**src/rtl/uproc_pkg.sv**
```systemverilog
// Shared constants and types for the micro-processor program path.
// Covers the control-word layout, the ALU opcodes and the program loader FSM states.
package uproc_pkg;

    localparam int PROG_DEPTH = 32;
    localparam int ADDR_W     = $clog2(PROG_DEPTH);
    localparam int CW_W       = 10;

    // Control word: {RegAddr[3:0], ALUCode[2:0], Reg_CE, CY_CE, A_CE}
    localparam int CW_REGADDR_LSB = 6;
    localparam int CW_REGADDR_W   = 4;
    localparam int CW_ALU_LSB     = 3;
    localparam int CW_ALU_W       = 3;
    localparam int CW_REG_CE_BIT  = 2;
    localparam int CW_CY_CE_BIT   = 1;
    localparam int CW_A_CE_BIT    = 0;

    localparam logic [2:0] ALU_ADD  = 3'd0;
    localparam logic [2:0] ALU_SUB  = 3'd1;
    localparam logic [2:0] ALU_AND  = 3'd2;
    localparam logic [2:0] ALU_OR   = 3'd3;
    localparam logic [2:0] ALU_XOR  = 3'd4;
    localparam logic [2:0] ALU_PASS = 3'd5;
    localparam logic [2:0] ALU_SHL  = 3'd6;
    localparam logic [2:0] ALU_SHR  = 3'd7;

    typedef enum logic [2:0] {
        LS_IDLE = 3'd0,
        LS_LEN  = 3'd1,
        LS_LO   = 3'd2,
        LS_HI   = 3'd3,
        LS_CHK  = 3'd4,
        LS_DONE = 3'd5,
        LS_ERR  = 3'd6
    } loader_state_t;

endpackage

```
**src/rtl/prog_cksum.sv**
```systemverilog
// Running XOR over the payload bytes of a program load.
// Only instantiated when PROG_LOADER_CHECKSUM_EN is defined.
module prog_cksum (
    input  logic       clk,
    input  logic       rst,
    input  logic       clear,
    input  logic       en,
    input  logic [7:0] din,
    output logic [7:0] xor_out
);

    always_ff @(posedge clk) begin
        if (rst || clear) begin
            xor_out <= 8'd0;
        end else if (en) begin
            xor_out <= xor_out ^ din;
        end
    end

endmodule

```
**src/rtl/prog_loader.sv**
```systemverilog
// Byte-stream program loader: frames length, two bytes per control word and an optional
// checksum (PROG_LOADER_CHECKSUM_EN), writing words to the program store while holding the core.
import uproc_pkg::*;

module prog_loader (
    input  logic            clk,
    input  logic            rst,
    input  logic            start,
    input  logic [7:0]      in_data,
    input  logic            in_valid,
    output logic            in_ready,
    output logic            wr_en,
    output logic [ADDR_W-1:0] wr_addr,
    output logic [CW_W-1:0] wr_data,
    output logic            core_hold,
    output logic            load_done,
    output logic            load_err,
    output logic [2:0]      dbg_state
);

    localparam logic [2:0] S_IDLE = LS_IDLE;
    localparam logic [2:0] S_LEN  = LS_LEN;
    localparam logic [2:0] S_LO   = LS_LO;
    localparam logic [2:0] S_HI   = LS_HI;
    localparam logic [2:0] S_CHK  = LS_CHK;
    localparam logic [2:0] S_DONE = LS_DONE;
    localparam logic [2:0] S_ERR  = LS_ERR;

    // Stream handshake: a byte transfers on a rising edge where in_valid & in_ready;
    // in_ready depends only on state, never on in_valid.
    logic [2:0]      state;
    logic [ADDR_W:0] addr;       // one bit wider so a full load never wraps back to 0
    logic [ADDR_W:0] remaining;
    logic [7:0]      word_lo;
    logic            restart;
    logic            len_ok;
    logic            hi_ok;
    logic [2:0]      last_word_next;

    assign restart = start && (state == S_IDLE || state == S_DONE || state == S_ERR);
    assign len_ok  = (in_data != 8'd0) && (in_data <= 8'(PROG_DEPTH));
    assign hi_ok   = (in_data[7:2] == 6'd0);

`ifdef PROG_LOADER_CHECKSUM_EN
    logic [7:0] cksum;
    logic       cksum_en;

    assign cksum_en       = in_valid && (state == S_LO || state == S_HI);
    assign last_word_next = S_CHK;

    prog_cksum u_cksum (
        .clk     (clk),
        .rst     (rst),
        .clear   (restart),
        .en      (cksum_en),
        .din     (in_data),
        .xor_out (cksum)
    );
`else
    assign last_word_next = S_DONE;
`endif

    always_ff @(posedge clk) begin
        if (rst) begin
            state     <= S_IDLE;
            addr      <= '0;
            remaining <= '0;
            word_lo   <= 8'd0;
            wr_en     <= 1'b0;
            wr_addr   <= '0;
            wr_data   <= '0;
        end else begin
            wr_en <= 1'b0;
            case (state)
                S_IDLE, S_DONE, S_ERR: begin
                    if (restart) begin
                        state <= S_LEN;
                        addr  <= '0;
                    end
                end
                S_LEN: begin
                    if (in_valid) begin
                        if (len_ok) begin
                            remaining <= in_data[ADDR_W:0];
                            state     <= S_LO;
                        end else begin
                            state <= S_ERR;
                        end
                    end
                end
                S_LO: begin
                    if (in_valid) begin
                        word_lo <= in_data;
                        state   <= S_HI;
                    end
                end
                S_HI: begin
                    if (in_valid) begin
                        if (!hi_ok) begin
                            state <= S_ERR;
                        end else begin
                            wr_en     <= 1'b1;
                            wr_addr   <= addr[ADDR_W-1:0];
                            wr_data   <= {in_data[1:0], word_lo};
                            addr      <= addr + 1'b1;
                            remaining <= remaining - 1'b1;
                            state     <= (remaining == 1) ? last_word_next : S_LO;
                        end
                    end
                end
`ifdef PROG_LOADER_CHECKSUM_EN
                S_CHK: begin
                    if (in_valid) begin
                        state <= (in_data == cksum) ? S_DONE : S_ERR;
                    end
                end
`endif
                default: state <= S_IDLE;
            endcase
        end
    end

    always_comb begin
        in_ready  = (state == S_LEN) || (state == S_LO) || (state == S_HI) || (state == S_CHK);
        core_hold = in_ready || (state == S_ERR);
        load_done = (state == S_DONE);
        load_err  = (state == S_ERR);
        dbg_state = state;
    end

endmodule
```
**config.mk**
```make
export PLATFORM = sky130hd
export DESIGN_NAME = prog_loader
export DESIGN_NICKNAME = d
export VERILOG_FILES = /design/src/rtl/uproc_pkg.sv /design/src/rtl/prog_cksum.sv /design/src/rtl/prog_loader.sv
export SDC_FILE = /design/constraint.sdc
export NUM_CORES = 1
export LEC_CHECK = 0
export CAP_MARGIN = 10
export CORE_MARGIN = 4
export CORE_UTILIZATION = 47
export CTS_CLUSTER_DIAMETER = 200
export CTS_CLUSTER_SIZE = 20
export DETAILED_ROUTE_END_ITERATION = 8
export PLACE_DENSITY = 0.76
export SYNTH_ARGS = -nofsm -noshare
export SYNTH_HDL_FRONTEND = slang
export SYNTH_SLANG_ARGS = --single-unit
```
**constraint.sdc**
```tcl
create_clock -name clk -period 1.6 [get_ports clk]
set_input_delay 0.32 -clock clk [delete_from_list [all_inputs] [get_ports clk]]
set_output_delay 0.32 -clock clk [all_outputs]
set_load 0.01 [all_outputs]
```
; ---- After elaboration in Yosys (flattened, before gate mapping)
; Cells that the tools add are included.
[word_totals]
register_bits = 39
latch_bits = 0
mem_bits_rw = 0
mem_bits_ro = 0
inputBits = 12
elab_cells = 63
mem_count = 0
[classes]
addsub = 2
mul = 0
n_div = 0
n_lt_le_gt_ge = 1
n_eq_ne = 13
shifts = 0
mux = 18
bitwise = 2
n_reduce_logical = 20
[op_table]
columns = cell, n
row1 = 6-bit 2-to-1 mux, 7
row2 = 6-bit one-hot mux with 2 select lines, 2
row3 = 3-bit 2-to-1 mux, 7
row4 = 2-bit != test (second input constant), 6
row5 = 3-bit one-hot mux with 4 select lines, 1
row6 = 3-bit equality test (second input constant), 3
row7 = 8-bit by 6-bit <= comparator with 1-bit output (second input constant), 1
row8 = 4-bit AND reduction, 2
row9 = 8-bit nonzero test, 1
row10 = 6-bit by 1-bit adder with 6-bit output (second input constant), 1
row11 = 3-bit by 2-bit equality test with 1-bit output (second input constant), 2
row12 = 6-bit by 1-bit equality test with 1-bit output (second input constant), 1
row13 = 6-bit logical NOT, 1
row14 = 1-bit logical OR, 6
row15 = 3-bit OR reduction, 2
row16 = 6-bit by 1-bit subtractor with 6-bit output (second input constant), 1
row17 = 5-bit AND reduction, 1
row18 = 2-bit nonzero test, 2
row19 = 3-bit by 1-bit equality test with 1-bit output (second input constant), 1
row20 = 3-bit logical NOT, 1
row21 = 3-bit AND reduction, 1
row22 = 1-bit logical AND, 2
row23 = 1-bit NOT, 2
row24 = 2-bit AND reduction, 1
row25 = 1-bit 2-to-1 mux, 1

; ---- Longest topological paths before layout
; Gate-level depths: netlist of run 1.
[logic_depth]
word_depth = 6
mapped_depth = 7

; ---- Worst setup path after synthesis of run 1
; OpenSTA, ideal clock, no wires.
[synth_path]
kind = register -> register
from = reg state[1] (netlist: dbg_state[1])
to = reg remaining[4]
setup_time_ns = 0.116
arrival_time_ns = 1.634
required_time_ns = 1.484
setup_slack_ns = -0.150
path_stages_with_launch = 5
n_path_buf = 0
period_less_slack_ns = 1.750
cell_sequence = dfxtp_1 > nor4b_4 > nand3_4 > or4b_1 > a41o_1
[synth_via]
elab_chain_len = 3
[synth_lines]
columns = item, line
row1 = start: declaration, prog_loader.sv:31  ; logic [2:0] state;
row2 = start signal: assignment, prog_loader.sv:107  ; state <= (remaining == 1) ? last_word_next : S_LO;
row3 = 3-bit by 1-bit equality test with 1-bit output or 3-bit by 2-bit equality test with 1-bit output (tied branches), prog_loader.sv:74  ; case (state)
row4 = 2-bit != test (no line) or 2-bit nonzero test (tied branches), n/a
row5 = 5-bit AND reduction (no line), n/a
row6 = end signal: assignment, prog_loader.sv:84  ; remaining <= in_data[ADDR_W:0];
row7 = end signal: assignment, prog_loader.sv:106  ; remaining <= remaining - 1'b1;
row8 = end: declaration, prog_loader.sv:33  ; logic [ADDR_W:0] remaining;
; Parallel ways exist; a longest one is shown, timed or not.
; A chain may end at the register's enable or synchronous reset.

; ---- Worst setup path after layout of run 1
[layout_path]
from = in in_data[4]
to = reg remaining[4]
[layout_via]
elab_chain_len = 4
[layout_lines]
columns = item, line
row1 = start: declaration, prog_loader.sv:9  ; input logic [7:0] in_data,
row2 = 8-bit by 6-bit <= comparator with 1-bit output or 8-bit nonzero test (tied branches), prog_loader.sv:41  ; assign len_ok = (in_data != 8'd0) && (in_data <= 8'(PROG_DEPTH));
row3 = 1-bit logical AND, prog_loader.sv:41
row4 = 2-bit != test (no line), n/a
row5 = 5-bit AND reduction (no line), n/a
; Parallel ways exist; a longest one is shown, timed or not. The select of a mux whose other input is x is not followed.

==> run summary, run 1 <==
Largest area contributor in the netlist = dfxtp_1
CTS tree = yes
Pre-antenna DRT Iters = 4
RSZ-0062 raised after global routing = yes
Post-route clock period utilization = 0.9921
Hold Startpoint = in_data[1]
Post-synth cell types = 50
Startpoint types = primary input
Largest net degree at the start of global routing = 27
Initial Util = 0.5033
Crit end category = register
Gr usage total = 0.2151
Clock Latency Late Sink = 0.29 ns
Ys async rst share = 0
Max_cap viols = 0
Worst-case clock buffer depth = 2
Yosys reg bits = 38
Final Hold Viols = 0
Final setup viols = 0
Worst hold slack = 0.3665 ns
Root buffer cell = clkbuf_8
RR Startpoint = dbg_state[0]$_SDFFE_PP0P_
DRT antenna net count = 0
Ant diodes = 0
Post-synthesis sequential area ratio = 0.4008
Max frequency = 0.6299 GHz
CP max FO = 8
Nets = 315
Rel. slew slack = 0.7200
Gpl congestion = 0.8707
Worst hold stages = 3
Vias = 1,974
Number of buffers created by CTS = 5
Clock-pin slew on the worst setup and hold paths = 0.07 ns
Slew Limit Fails = 0
Post-synth EDFFs = 0
DRC = 0
Setup TNS = 0 ns
Yosys warning count = 0
Area growth syn-to-layout = 53.72%
H-tree levels = 2
Status = finished clean
Worst hold path class = in -> reg
First DRT Iteration DRCs = 112
Critical path type = in -> reg
Final core utilization = 0.7737
Num Clock Sinks = 38
R2R depth = 6
Placed Area = 2547 um^2
I/O pin cnt = 35
Static leakage = 1.153 nW
Clk_skew = 0.001974 ns
Die width = 71.55 um
Post-Syn Area per Cell = 8.474 um^2
Worst Tran Pin Value = 0.4189 ns
Port Buffers = 34
Top cell type's share of synthesized area = 0.4008
Post-Syn Area = 1898 um^2
Via-per-instance ratio = 5.656
Critical Path RT = 1.79 ns
DPL Wire Length = 3527 um
Post-Route WL = 5540 um
Synth Net Count = 239
Die area = 5119 um^2
Synth Flop Type = dfxtp_1
List of most frequent post-synthesis cells = nand2_1, dfxtp_1, a21oi_1
Tmin final = 1.587 ns
Number of antenna violations at the first check in global routing = 0
Top post-synthesis cells by area = dfxtp_1, nand2_1, a21oi_1, mux2i_1, nor2_1
Share of cells above drive strength 1 = 0.2890
Hold-fix buffers, CTS = 0
FP Rows = 22
FF-to-FF setup slack = 0.01 ns
Hold endpoint = wr_data[9]$_SDFFE_PP0P_
Count leader, synth = nand2_1
Wire per inst = 15.87 um
Die height = 71.55 um
Crit path DAT = 1.77 ns
RR Endpoint = remaining[2]$_SDFFE_PP0P_
Core footprint = 3771 um^2
Total grt overflow = 0
VDD IR max = 691.2 uV
Vias in the first global route = 1,926
Synthesized netlist cell count = 224
P per Cell Area = 824.2 nW/um^2
Filler cell count = 265
Global-route wire length before repair = 8887 um
Design Area, Final = 2918 um^2
## metrics by stage
stage	cells	power (W)	worst slack, ns
finish	349	0.002405	0.01256
global route	349	0.002493	-0.05717
CTS	346	0.002364	-0.05257
detailed placement	333	0.001411	-0.6263
global placement	333	0.001402	-0.5564
floorplan	224	0.001188	0.02508
## power breakdown
part	leakage (nW)	switching, W	internal (W)
sequential	0.309	0.0000251	0.000966
clock	0.0696	0.000339	0.000602
combinational	0.774	0.000230	0.000242
## worst max-delay path by stage
stage / from / to / depth (start not counted) / slack, ns
after global routing: dbg_state[0]$_SDFFE_PP0P_ / remaining[3]$_SDFFE_PP0P_ / 6 / -0.06
after global placement: in_data[2] / remaining[3]$_SDFFE_PP0P_ / 5 / -0.56
after detailed placement: in_data[2] / remaining[3]$_SDFFE_PP0P_ / 5 / -0.63
final: in_data[4] / remaining[4]$_SDFFE_PP0P_ / 7 / 0.01
after CTS: in_valid / remaining[4]$_SDFFE_PP0P_ / 7 / -0.05
after floorplan: in_data[6] / remaining[4]$_SDFFE_PP0P_ / 4 / 0.03
## layout by cell type (no fill, tap or decap), drive strengths merged, types with 4 or more instances in the layout
master / count
a21oi: 23
buf: 50
clkbuf: 9
clkdlybuf4s50: 18
dfxtp: 38
dlygate4sd2: 7
inv: 5
mux2i: 11
nand2: 43
nand3: 6
nor2: 17
nor3: 6
nor4b: 4
## layer usage
layer	wire, um	GRT usage
met1	2368	0.2571
met4	65	0.07516
met3	241	0.05189
met5	0	0
met2	2864	0.3745
## cell families (layout without fill, tap and decap cells)
family                     count (synthesis)  count (layout)  synth area share
xor gates and xnor gates                   2               2          0.009230
adders and majority gates                  3               3           0.01978
AOI/OAI and AO/OA                         51              51            0.1879
buffers and inverters                     18              95           0.03956
muxes                                     11              11           0.05801
DFF                                       38              38            0.4008
and+or+nand+nor                          101             101            0.2848
## critical path, cell delays in order
cell           delay [ns]
dlygate4sd2_1        0.26
buf_6                0.13
nor3_4               0.17
buf_6                0.15
nand3_4              0.07
or4b_1               0.48
a41o_1               0.19
## registers in the layout, indices dropped and copies added, names as in the netlist
register and cells:
dbg_state 3, remaining 6, wr_addr 5, wr_data 10, word_lo 8, addr 5
wr_en 1
## cell type report
cell class | instances | area [um^2] | area share
sequential | 38 | 772.0 | 0.2646
tap | 48 | 60.06 | 0.02058
multi-input combinational | 168 | 1216 | 0.4168
clock buffer | 7 | 107.6 | 0.03688
inverter | 5 | 18.77 | 0.006432
timing repair buffer | 82 | 713.2 | 0.2444
clock inverter | 1 | 30.03 | 0.01029
## what timing repair did
| item | 4_1_cts | 5_1_grt |
|---|---|---|
| gates cloned | 0 | 0 |
| endpoints found under the setup margin | 33 | 19 |
| pin swaps | 8 | 10 |
| resized for setup | 41 | 29 |
| setup buffers | 5 | 5 |
No activity file was read; power rests on OpenSTA's default activity.
==> inputs of run 2 (changes only) <==
--- a/config.mk
+++ b/config.mk
@@ -11,7 +11,7 @@
 export CTS_CLUSTER_DIAMETER = 200
 export CTS_CLUSTER_SIZE = 20
 export DETAILED_ROUTE_END_ITERATION = 8
-export PLACE_DENSITY = 0.76
+export PLACE_DENSITY = 0.73
 export SYNTH_ARGS = -nofsm -noshare
 export SYNTH_HDL_FRONTEND = slang
 export SYNTH_SLANG_ARGS = --single-unit
==> run summary, run 2 (synthesis gave the netlist of run 1 again) <==
Status = complete, but fails checks
Violated checks = setup timing
Sequential Power Share = 0.405
Post-route clock period utilization = 1.039
Die area = 5119 um^2
Commonest non-fill, non-tap cell in the layout = nand2_1
Crit path DAT = 1.85 ns
Die height = 71.55 um
Vias in the first global route = 1,960
Startpoint types = register
Post-Route WL = 5509 um
Worst path bufs/invs = 1
Gr usage total = 0.2156
Design Area, Final = 2978 um^2
Largest register FFs = 10
DPL Wire Length = 3534 um
Largest net degree at the start of global routing = 27
Critical path type = reg -> reg
Internal power = 0.001831 W
CP top delay family = simple AND/OR/NAND/NOR gates
First DRT Iteration DRCs = 105
Worst-case clock buffer depth = 2
Initial Util = 0.5033
H-tree levels = 2
Placed Area = 2590 um^2
Slew Limit Fails = 0
Die width = 71.55 um
Nets = 318
Gate power share = 0.205
Share of cells above drive strength 1 = 0.3289
Total grt overflow = 0
I/O pin cnt = 35
Hold-fix buffers, CTS = 0
Largest regs = wr_data x10, word_lo x8, remaining x6
Port Buffers = 34
Vias = 2,018
Static leakage = 1.159 nW
Clock power frac = 0.390
Worst hold path class = in -> reg
Clk_skew = 0.008229 ns
Area growth syn-to-layout = 56.89%
Total power = 0.002441 W
NetSw = 0.0006101 W
Via-per-instance ratio = 5.733
Commonest non-fill, non-tap cells in the layout = nand2_1, buf_4, dfxtp_1, clkdlybuf4s50_1, a21oi_1
Number of buffers created by CTS = 5
DRT antenna net count = 0
Rel. slew slack = 0.7587
Max_cap viols = 0
VDD IR max = 646.2 uV
Pre-antenna DRT Iters = 4
Critical Path RT = 1.79 ns
Final setup viols = 13
Worst Tran Pin Value = 0.3610 ns
Biggest register = wr_data
DRC = 0
Tmin final = 1.662 ns
Final Hold Viols = 0
Crit end category = register
Number of antenna violations at the first check in global routing = 0
Clock Latency Late Sink = 0.29 ns
Wire per inst = 15.65 um
Ant diodes = 0
Worst path slowest cell = or4b_1
Num Clock Sinks = 38
Global-route wire length before repair = 8976 um
CP max FO = 4
CTS tree = yes
Critical-path cell list = buf_6 > nor4b_4 > nand3_4 > or4b_1 > a41o_1
FP Rows = 22
CP max stage delay = 0.47 ns
RSZ-0062 raised after global routing = yes
Max frequency = 0.6018 GHz
Final setup margin = -0.06161 ns
Sw Ratio = 0.2500
Root buffer cell = clkbuf_8
Gpl congestion = 0.8773
Core footprint = 3771 um^2
P per Cell Area = 819.7 nW/um^2
Clock-pin slew on the worst setup and hold paths = 0.08 ns
-- run 2: changes by cell type in the layout (fill, tap and decap cells not counted), moves of 2 or more --
cell / before / now
a21oi_1: 21 / 19
buf_2: 2 / 0
buf_6: 7 / 11
dlymetal6s2s_1: 3 / 1
nor3b_1: 2 / 0
clkdlybuf4s50_1: 18 / 20
a21oi_2: 2 / 4
nor2_1: 16 / 14
nor3b_2: 0 / 2
nor2_2: 1 / 3
-- run 2: routing by layer --
layer,share of wire,GRT usage
met1,0.43,0.2616
met2,0.52,0.3857
met3,0.044,0.03787
met5,0,0
met4,0.0093,0.06472
-- run 2: metrics by stage --
step	TNS, ns	hold slack, ns	utilization	setup WS, ns	instances
after global routing	-1.464	0.4187	0.7896	-0.1362	352
after CTS	-0.2664	0.4519	0.7787	-0.06933	352
final	-0.2672	0.3993	0.7896	-0.06161	352
after floorplan	0	0.4312	-	0.02508	224
after global placement	-13.79	0.4417	0.6868	-0.5934	337
after detailed placement	-14.80	0.4440	0.6868	-0.6371	337
-- run 2: area by class of cell --
class	count	area [um^2]
fillers	244	793.3
clock inverters	1	30.03
clock buffers	7	107.6
inverters	5	18.77
flip-flops and latches	38	772.0
well taps	48	60.06
repair buffers	85	757.0
multi-input cells	168	1232
-- run 2: path summary, 6_finish.rpt --
path              slack (ns)                      start  depth (start not counted)                   endpoint
hold reg to reg         0.45    word_lo[7]$_SDFFE_PP0P_                          2    wr_data[7]$_SDFFE_PP0P_
setup reg to reg       -0.06  dbg_state[1]$_SDFFE_PP0P_                          5  remaining[4]$_SDFFE_PP0P_
setup / recovery       -0.06  dbg_state[1]$_SDFFE_PP0P_                          5  remaining[4]$_SDFFE_PP0P_
hold / removal          0.40                 in_data[0]                          3    wr_data[8]$_SDFFE_PP0P_
-- run 2: tightest hold or removal path: cells and delay by family --
| family | cells | cell delay, ns |
|---|---|---|
| buffers and inverters | 1 | 0.19 |
| and+or+nand+nor | 1 | 0.08 |
| AOI/OAI and AO/OA | 1 | 0.05 |
-- run 2: power groups by stage --
stage / sequential (W) / clock, W / combinational [W]
final: 0.000988 / 0.000951 / 0.000501
after global routing: 0.000992 / 0.000996 / 0.000535
after CTS: 0.000988 / 0.000960 / 0.000482
after detailed placement: 0.00102 / 0 / 0.000402
after global placement: 0.00102 / 0 / 0.000394
after floorplan: 0.00101 / 0 / 0.000180
-- run 2: what timing repair did --
item | 4_1_cts | 5_1_grt
pin swaps | 17 | 10
hold endpoints to repair | 0 | 0
setup endpoints to repair | 37 | 25
resized for setup | 54 | 20
setup buffers | 7 | 1
